### config.mk
export PLATFORM = sky130hd
export DESIGN_NAME = multi_tick_divider_flat
export DESIGN_NICKNAME = d
export VERILOG_FILES = /design/src/rtl/multi_tick_divider_pkg.sv /design/src/rtl/multi_tick_divider_if.sv /design/src/rtl/multi_tick_divider_tick_channel.sv /design/src/rtl/multi_tick_divider.sv /design/src/flat_wrapper.sv
export SDC_FILE = /design/constraint.sdc
export NUM_CORES = 1
export LEC_CHECK = 0
export ABC_AREA = 1
export BUFFER_PORTS_ARGS = -buffer_cell sky130_fd_sc_hd__buf_2
export CAP_MARGIN = 20
export CORE_MARGIN = 10
export CORE_UTILIZATION = 50
export CTS_BUF_LIST = sky130_fd_sc_hd__clkbuf_4 sky130_fd_sc_hd__clkbuf_8
export DETAILED_ROUTE_END_ITERATION = 16
export GPL_ROUTABILITY_DRIVEN = 0
export PLACE_DENSITY = 0.66
export SYNTH_ARGS = -nofsm -noshare
export SYNTH_HDL_FRONTEND = slang
export SYNTH_SLANG_ARGS = --single-unit
### constraint.sdc
create_clock -name clk -period 11.3 [get_ports clk]
set_input_delay 0.565 -clock clk [delete_from_list [all_inputs] [get_ports clk]]
set_output_delay 0.565 -clock clk [all_outputs]
set_load 0.005 [all_outputs]
### src/rtl/multi_tick_divider_pkg.sv
// multi_tick_pkg: shared mode encoding and timebase defaults for the tick divider and its users
package multi_tick_pkg;
    typedef enum logic {
        MODE_PULSE  = 1'b0,
        MODE_TOGGLE = 1'b1
    } mode_e;
    localparam int CNT_W_DEF       = 26;
    localparam int DEFAULT_DIV_DEF = 50_000_000;
    function automatic int ch_w(input int n);
        return (n > 1) ? $clog2(n) : 1;
    endfunction
endpackage

### src/rtl/multi_tick_divider_if.sv
// multi_tick_divider_if: control/config inputs and tick outputs of the multi-channel divider
interface multi_tick_divider_if
    import multi_tick_pkg::*;
#(
    parameter int NUM_CH = 4,
    parameter int CNT_W  = CNT_W_DEF
);
    localparam int CH_W = ch_w(NUM_CH);
    logic [NUM_CH-1:0] en;
    logic [NUM_CH-1:0] mode;
    logic              sync_clr;
    logic              cfg_we;
    logic [CH_W-1:0]   cfg_ch;
    logic [CNT_W-1:0]  cfg_div;
    logic [NUM_CH-1:0] pend;
    logic [NUM_CH-1:0] tick;
    logic [NUM_CH-1:0] wave;
    modport master (output en, mode, sync_clr, cfg_we, cfg_ch, cfg_div, input pend, tick, wave);
    modport slave  (input en, mode, sync_clr, cfg_we, cfg_ch, cfg_div, output pend, tick, wave);
endinterface

### src/rtl/multi_tick_divider_tick_channel.sv
// tick_channel: one divider channel with glitch-free divisor apply at wrap, disable or sync clear
module tick_channel
    import multi_tick_pkg::*;
#(
    parameter int          CNT_W       = CNT_W_DEF,
    parameter int unsigned DEFAULT_DIV = DEFAULT_DIV_DEF
) (
    input  logic             clk,
    input  logic             rst,
    input  logic             i_en,
    input  logic             i_mode,
    input  logic             i_sync_clr,
    input  logic             i_we,
    input  logic [CNT_W-1:0] i_div,
    output logic             o_pend,
    output logic             o_tick,
    output logic             o_wave
);
    logic [CNT_W-1:0] r_cnt;
    logic [CNT_W-1:0] r_div_act;
    logic [CNT_W-1:0] r_div_pend;
    logic             r_pend;
    logic             r_tick;
    logic             r_wave;
    logic [CNT_W-1:0] w_d;
    logic             w_wrap;
    logic             w_run;
    logic             w_apply;
    assign w_d     = (r_div_act == '0) ? CNT_W'(1) : r_div_act;
    assign w_wrap  = r_cnt >= w_d - CNT_W'(1);
    assign w_run   = i_en && !i_sync_clr;
    assign w_apply = !w_run || w_wrap;
    always_ff @(posedge clk or posedge rst) begin
        if (rst) begin
            r_cnt      <= '0;
            r_div_act  <= CNT_W'(DEFAULT_DIV);
            r_div_pend <= CNT_W'(DEFAULT_DIV);
            r_pend     <= 1'b0;
            r_tick     <= 1'b0;
            r_wave     <= 1'b0;
        end else begin
            r_cnt      <= (w_run && !w_wrap) ? r_cnt + CNT_W'(1) : '0;
            r_tick     <= w_run && w_wrap;
            r_wave     <= w_run && (mode_e'(i_mode) == MODE_TOGGLE) && (r_wave ^ w_wrap);
            r_div_pend <= i_we ? i_div : r_div_pend;
            r_div_act  <= w_apply ? (i_we ? i_div : r_div_pend) : r_div_act;
            r_pend     <= !w_apply && (i_we || r_pend);
        end
    end
    assign o_pend = r_pend;
    assign o_tick = r_tick;
    assign o_wave = r_wave;
endmodule

### src/rtl/multi_tick_divider.sv
// multi_tick_divider: N-channel programmable tick/clock-enable generator with shared sync clear
module multi_tick_divider
    import multi_tick_pkg::*;
#(
    parameter int          NUM_CH      = 4,
    parameter int          CNT_W       = CNT_W_DEF,
    parameter int unsigned DEFAULT_DIV = DEFAULT_DIV_DEF
) (
    input logic                 clk,
    input logic                 rst,
    multi_tick_divider_if.slave bus
);
    localparam int CH_W = ch_w(NUM_CH);
    logic [NUM_CH-1:0] w_pend;
    logic [NUM_CH-1:0] w_tick;
    logic [NUM_CH-1:0] w_wave;
    for (genvar c = 0; c < NUM_CH; c++) begin : g_ch
        tick_channel #(
            .CNT_W      (CNT_W),
            .DEFAULT_DIV(DEFAULT_DIV)
        ) u_ch (
            .clk       (clk),
            .rst       (rst),
            .i_en      (bus.en[c]),
            .i_mode    (bus.mode[c]),
            .i_sync_clr(bus.sync_clr),
            .i_we      (bus.cfg_we && (bus.cfg_ch == CH_W'(c))),
            .i_div     (bus.cfg_div),
            .o_pend    (w_pend[c]),
            .o_tick    (w_tick[c]),
            .o_wave    (w_wave[c])
        );
    end
    assign bus.pend = w_pend;
    assign bus.tick = w_tick;
    assign bus.wave = w_wave;
endmodule

### src/flat_wrapper.sv
// flat-port wrapper written by rule: the top's interface ports become plain ports
module multi_tick_divider_flat import multi_tick_pkg::*;
#(
    parameter int          NUM_CH      = 4,
    parameter int          CNT_W       = CNT_W_DEF,
    parameter int unsigned DEFAULT_DIV = DEFAULT_DIV_DEF
)
  (clk, rst, bus_en, bus_mode, bus_sync_clr, bus_cfg_we, bus_cfg_ch, bus_cfg_div, bus_pend, bus_tick, bus_wave);
  multi_tick_divider_if #(.NUM_CH(NUM_CH), .CNT_W(CNT_W)) bus_i ();
  input logic clk;
  input logic rst;
  input wire logic [$bits(bus_i.en)-1:0] bus_en;
  input wire logic [$bits(bus_i.mode)-1:0] bus_mode;
  input wire logic [$bits(bus_i.sync_clr)-1:0] bus_sync_clr;
  input wire logic [$bits(bus_i.cfg_we)-1:0] bus_cfg_we;
  input wire logic [$bits(bus_i.cfg_ch)-1:0] bus_cfg_ch;
  input wire logic [$bits(bus_i.cfg_div)-1:0] bus_cfg_div;
  output wire logic [$bits(bus_i.pend)-1:0] bus_pend;
  output wire logic [$bits(bus_i.tick)-1:0] bus_tick;
  output wire logic [$bits(bus_i.wave)-1:0] bus_wave;
  assign bus_i.en = bus_en;
  assign bus_i.mode = bus_mode;
  assign bus_i.sync_clr = bus_sync_clr;
  assign bus_i.cfg_we = bus_cfg_we;
  assign bus_i.cfg_ch = bus_cfg_ch;
  assign bus_i.cfg_div = bus_cfg_div;
  assign bus_pend = bus_i.pend;
  assign bus_tick = bus_i.tick;
  assign bus_wave = bus_i.wave;
  multi_tick_divider #(.NUM_CH(NUM_CH), .CNT_W(CNT_W), .DEFAULT_DIV(DEFAULT_DIV)) u_core (.clk(clk), .rst(rst), .bus(bus_i));
endmodule
==> results.yml <==
logic_synthesis:
  ys_warn_count: 0
  synth_edf_count: 0
  seq_area_frac_synth_pct: 41.5
  synth-compound-area-share_pct: 5.35
  synthDistinctLibCells: 43
  synthFlopType: "dfrtp_1"
  synthMuxAreaShare_pct: 0
  ys_async_sr_fraction_pct: 100
  synth_cells: 2623
  netlist_area_mm2: 0.0198
  synth.avg_cell_area_um2: 7.56
  synth_adder_area_share_pct: 7.06
  synth-simple-area-share_pct: 32.2
  syn-num-nets: 2775
  synth-xor-area-share_pct: 6.05
  synth_top_family_by_area: "simple AND/OR/NAND/NOR gates"
  synth_seq_cells: 324
timing:
  hold_violations: 0
  worst_slew_pin_slew_ns: 0.975
  rsz0062_at_grt: "false"
  fin_crit_sh_pct: 44.2
  hold_ws_ns: 0.115
  finalCriticalPeriod_ns: 4.99
  setup_violations: 0
  final.setup_skew_ns: 0.0232
  maxSlewHeadroom_pct: 35.0
  fmaxAchievable_mhz: 200
  tns_ns: 0
  final_max_slew_viol_count: 0
drt:
  dr.pass1.iters: 6
  dr.first_iter.drc_count: 1481
  viasPerCell: 5.25
  wire_per_inst_um: 15.8
  via_count: 17000
  routed_wl_um: 51000
  top_layer: "met4"
  met1_length_um: 23900
  final_antenna_net_count: 0
  wl_met3_um: 3790
  drc_errors: 0
  wl_met2_um: 22000
place:
  dp_hpwl_um: 37200
  port_buffers: 51
setup_path:
  timing.rr.end: "u_core.g_ch[0].u_ch.r_div_act[4]"
  regToRegSetupSlack_ns: 6.31
  cp-end-kind: "flip-flop"
  cp.required_ns: 11.82
  r2r_cells: 25
  critical_path_arrival_ns: 5.51
  start_kind: "flip-flop"
  reg2reg_from: "u_core.g_ch[0].u_ch.r_div_act[17]"
  worst-setup-path-type: "reg -> reg"
  startpoint: "u_core.g_ch[0].u_ch.r_div_act[17]"
  worstPathMaxFanout: 53
clock_network:
  post_cts_buffers: 0
  clock_insertion_delay_worst_skew_ns: 0.65
  numCtsBuffers: 55
  cts-root-buf: "clkbuf_8"
  cts_htree_levels: 2
  cts_resized: 0
  cts_tree: "done"
  cts_hold_buf: 0
  clk_pin_slew_ns: 0.06
  clock_path_buffers: 3
  clock-sinks: 324
die:
  die_w_um: 219
  dieArea_mm2: 0.0480
  die_y_um: 219
  rows: 72
  core_area_mm2: 0.0389
  ioPinCount: 52
  start_util_pct: 51.0
power_and_ir_drop:
  leakagePower_uw: 0.0104
  p_clk_share_pct: 36.0
  ir_drop_mv: 0.0836
  p_int_uw: 2210
  power.density_mw_per_mm2: 149
  p_switching_uw: 1030
  p_comb_share_pct: 20.1
  switching_share_pct: 31.8
  seq_power_share_pct: 43.9
cells_and_area:
  fin_nets: 2817
  drive_gt1_share_pct: 12.2
  syn2layout_area_growth_pct: 9.39
global_routing:
  grt_max_degree: 129
  grt_first_pass_wirelength_um: 83900
  overflow: 0
  antenna_found_initial: 2
  grt_pass1_vias: 16300
  grt.total_usage_pct: 21.4
outcome:
  status: "finished clean"
flow_run:
  maxCapViolations: 0
hold_path:
  hp-class: "in -> async"
per-layer routing:
layer  up-vias  global-route usage, %
met2       471                   32.3
met4         0                   6.00
met5         -                      0
met1      7896                   29.9
met3        86                   5.31
li1       8507                      -
registers in the layout (all words and copies together), names as in the netlist:
signal and flops:
u_core.g_ch.u_ch.o_wave 4, u_core.g_ch.u_ch.o_tick 4, u_core.g_ch.u_ch.r_div_act 104, u_core.g_ch.u_ch.r_div_pend 104
u_core.g_ch.u_ch.o_pend 4, u_core.g_ch.u_ch.r_cnt 104
cell families after synthesis:
logic type | after synthesis
buffers and inverters | 381
AND/OR/NAND/NOR | 1468
flip-flops | 324
adder cells (fa/ha/maj) | 112
XOR/XNOR | 137
AO/OA/AOI/OAI | 201
through the flow:
stage               total power (µW)  instances  instance area [µm²]  worst slack (ns)  utilization, %
floorplan                       1910       2623                19800              1.92               -
global placement                2070       3124                20400              6.43            52.5
detailed placement              2090       3125                20400              6.38            52.5
CTS                             3270       3228                21700              6.36            55.7
global route                    3450       3229                21700              5.88            55.7
finish                          3240       3231                21700              6.31            55.8
layout by cell type, fill, tap and decap left out, types with 6 or more instances in the layout:
| master | instances |
|---|---|
| a21oi_1 | 37 |
| nor3_1 | 49 |
| o21ai_1 | 14 |
| clkinv_2 | 6 |
| or2_2 | 9 |
| nor4_1 | 29 |
| dfrtp_1 | 228 |
| nor2_4 | 7 |
| nand2_1 | 741 |
| nand3_2 | 9 |
| nand4_1 | 131 |
| inv_1 | 293 |
| buf_2 | 51 |
| clkbuf_4 | 24 |
| xor2_1 | 86 |
| dfstp_2 | 96 |
| o21ai_0 | 131 |
| buf_4 | 11 |
| clkbuf_8 | 72 |
| nor3_2 | 7 |
| inv_2 | 8 |
| nand2_2 | 6 |
| xnor2_1 | 51 |
| ha_1 | 112 |
| nand3_1 | 104 |
| nor2_2 | 10 |
| nor2_1 | 353 |
area by class of cell:
| type | instances | area, µm² |
|---|---|---|
| Fill cell | 3753 | 17200 |
| Multi-Input combinational cell | 1918 | 10100 |
| Sequential cell | 324 | 8230 |
| Clock buffer | 96 | 1170 |
| Inverter | 302 | 1140 |
| Tap cell | 518 | 648 |
| Timing Repair Buffer | 64 | 385 |
| Clock inverter | 7 | 60.1 |
| Antenna cell | 2 | 5.00 |
cell usage after synthesis (29+ instances only):
master    count  area, µm²
dfstp_2      96       2520
a21oi_1      37        185
xnor2_1      51        447
xor2_1       86        753
nor4_1       29        181
nand3_1     106        531
nand2_1     741       2780
inv_1       294       1100
clkbuf_1     32        120
nor2_1      356       1340
nor3_1       49        245
nand4_1     131        820
dfrtp_1     228       5710
ha_1        112       1400
o21ai_0     131        656
worst max-delay path: stages, from the launching register on:
cell	delay, ns
dfstp_2	0.56
nor2_1	0.07
nand2_1	0.09
nor2_1	0.07
nand4_1	0.16
nand2_1	0.07
inv_1	0.11
ha_1	0.20
nand3_1	0.18
nor2_1	0.33
nand2_1	0.22
inv_1	0.14
nand2_1	0.07
xnor2_1	0.14
inv_1	0.07
ha_1	0.29
nand2_2	0.11
nor2_4	0.06
nand3_2	0.10
nor2_1	0.05
nand2_1	0.08
nand3_2	0.10
nor2_4	0.51
nand3_4	0.66
nand2_1	0.32
nand2_1	0.07
power by group through the flow:
stage                     logic [µW]  registers, µW  clock network, µW
after floorplan                  498           1410                  0
after global placement           632           1440                  0
after detailed placement         648           1440                  0
after CTS                        652           1420               1200
after global routing             758           1440               1250
final                            652           1420               1170
how the worst max path moves through the flow:
| stage | to | cells after the start |
|---|---|---|
| after global routing | u_core.g_ch[0].u_ch.r_div_act[4] | 25 |
| after floorplan | u_core.g_ch[0].u_ch.o_pend | 1 |
| after detailed placement | u_core.g_ch[0].u_ch.r_div_act[6] | 25 |
| final | u_core.g_ch[0].u_ch.r_div_act[4] | 25 |
| after global placement | u_core.g_ch[0].u_ch.r_div_act[6] | 25 |
| after CTS | u_core.g_ch[0].u_ch.r_div_act[6] | 25 |
Note: power is estimated with default switching activity, not from simulation.
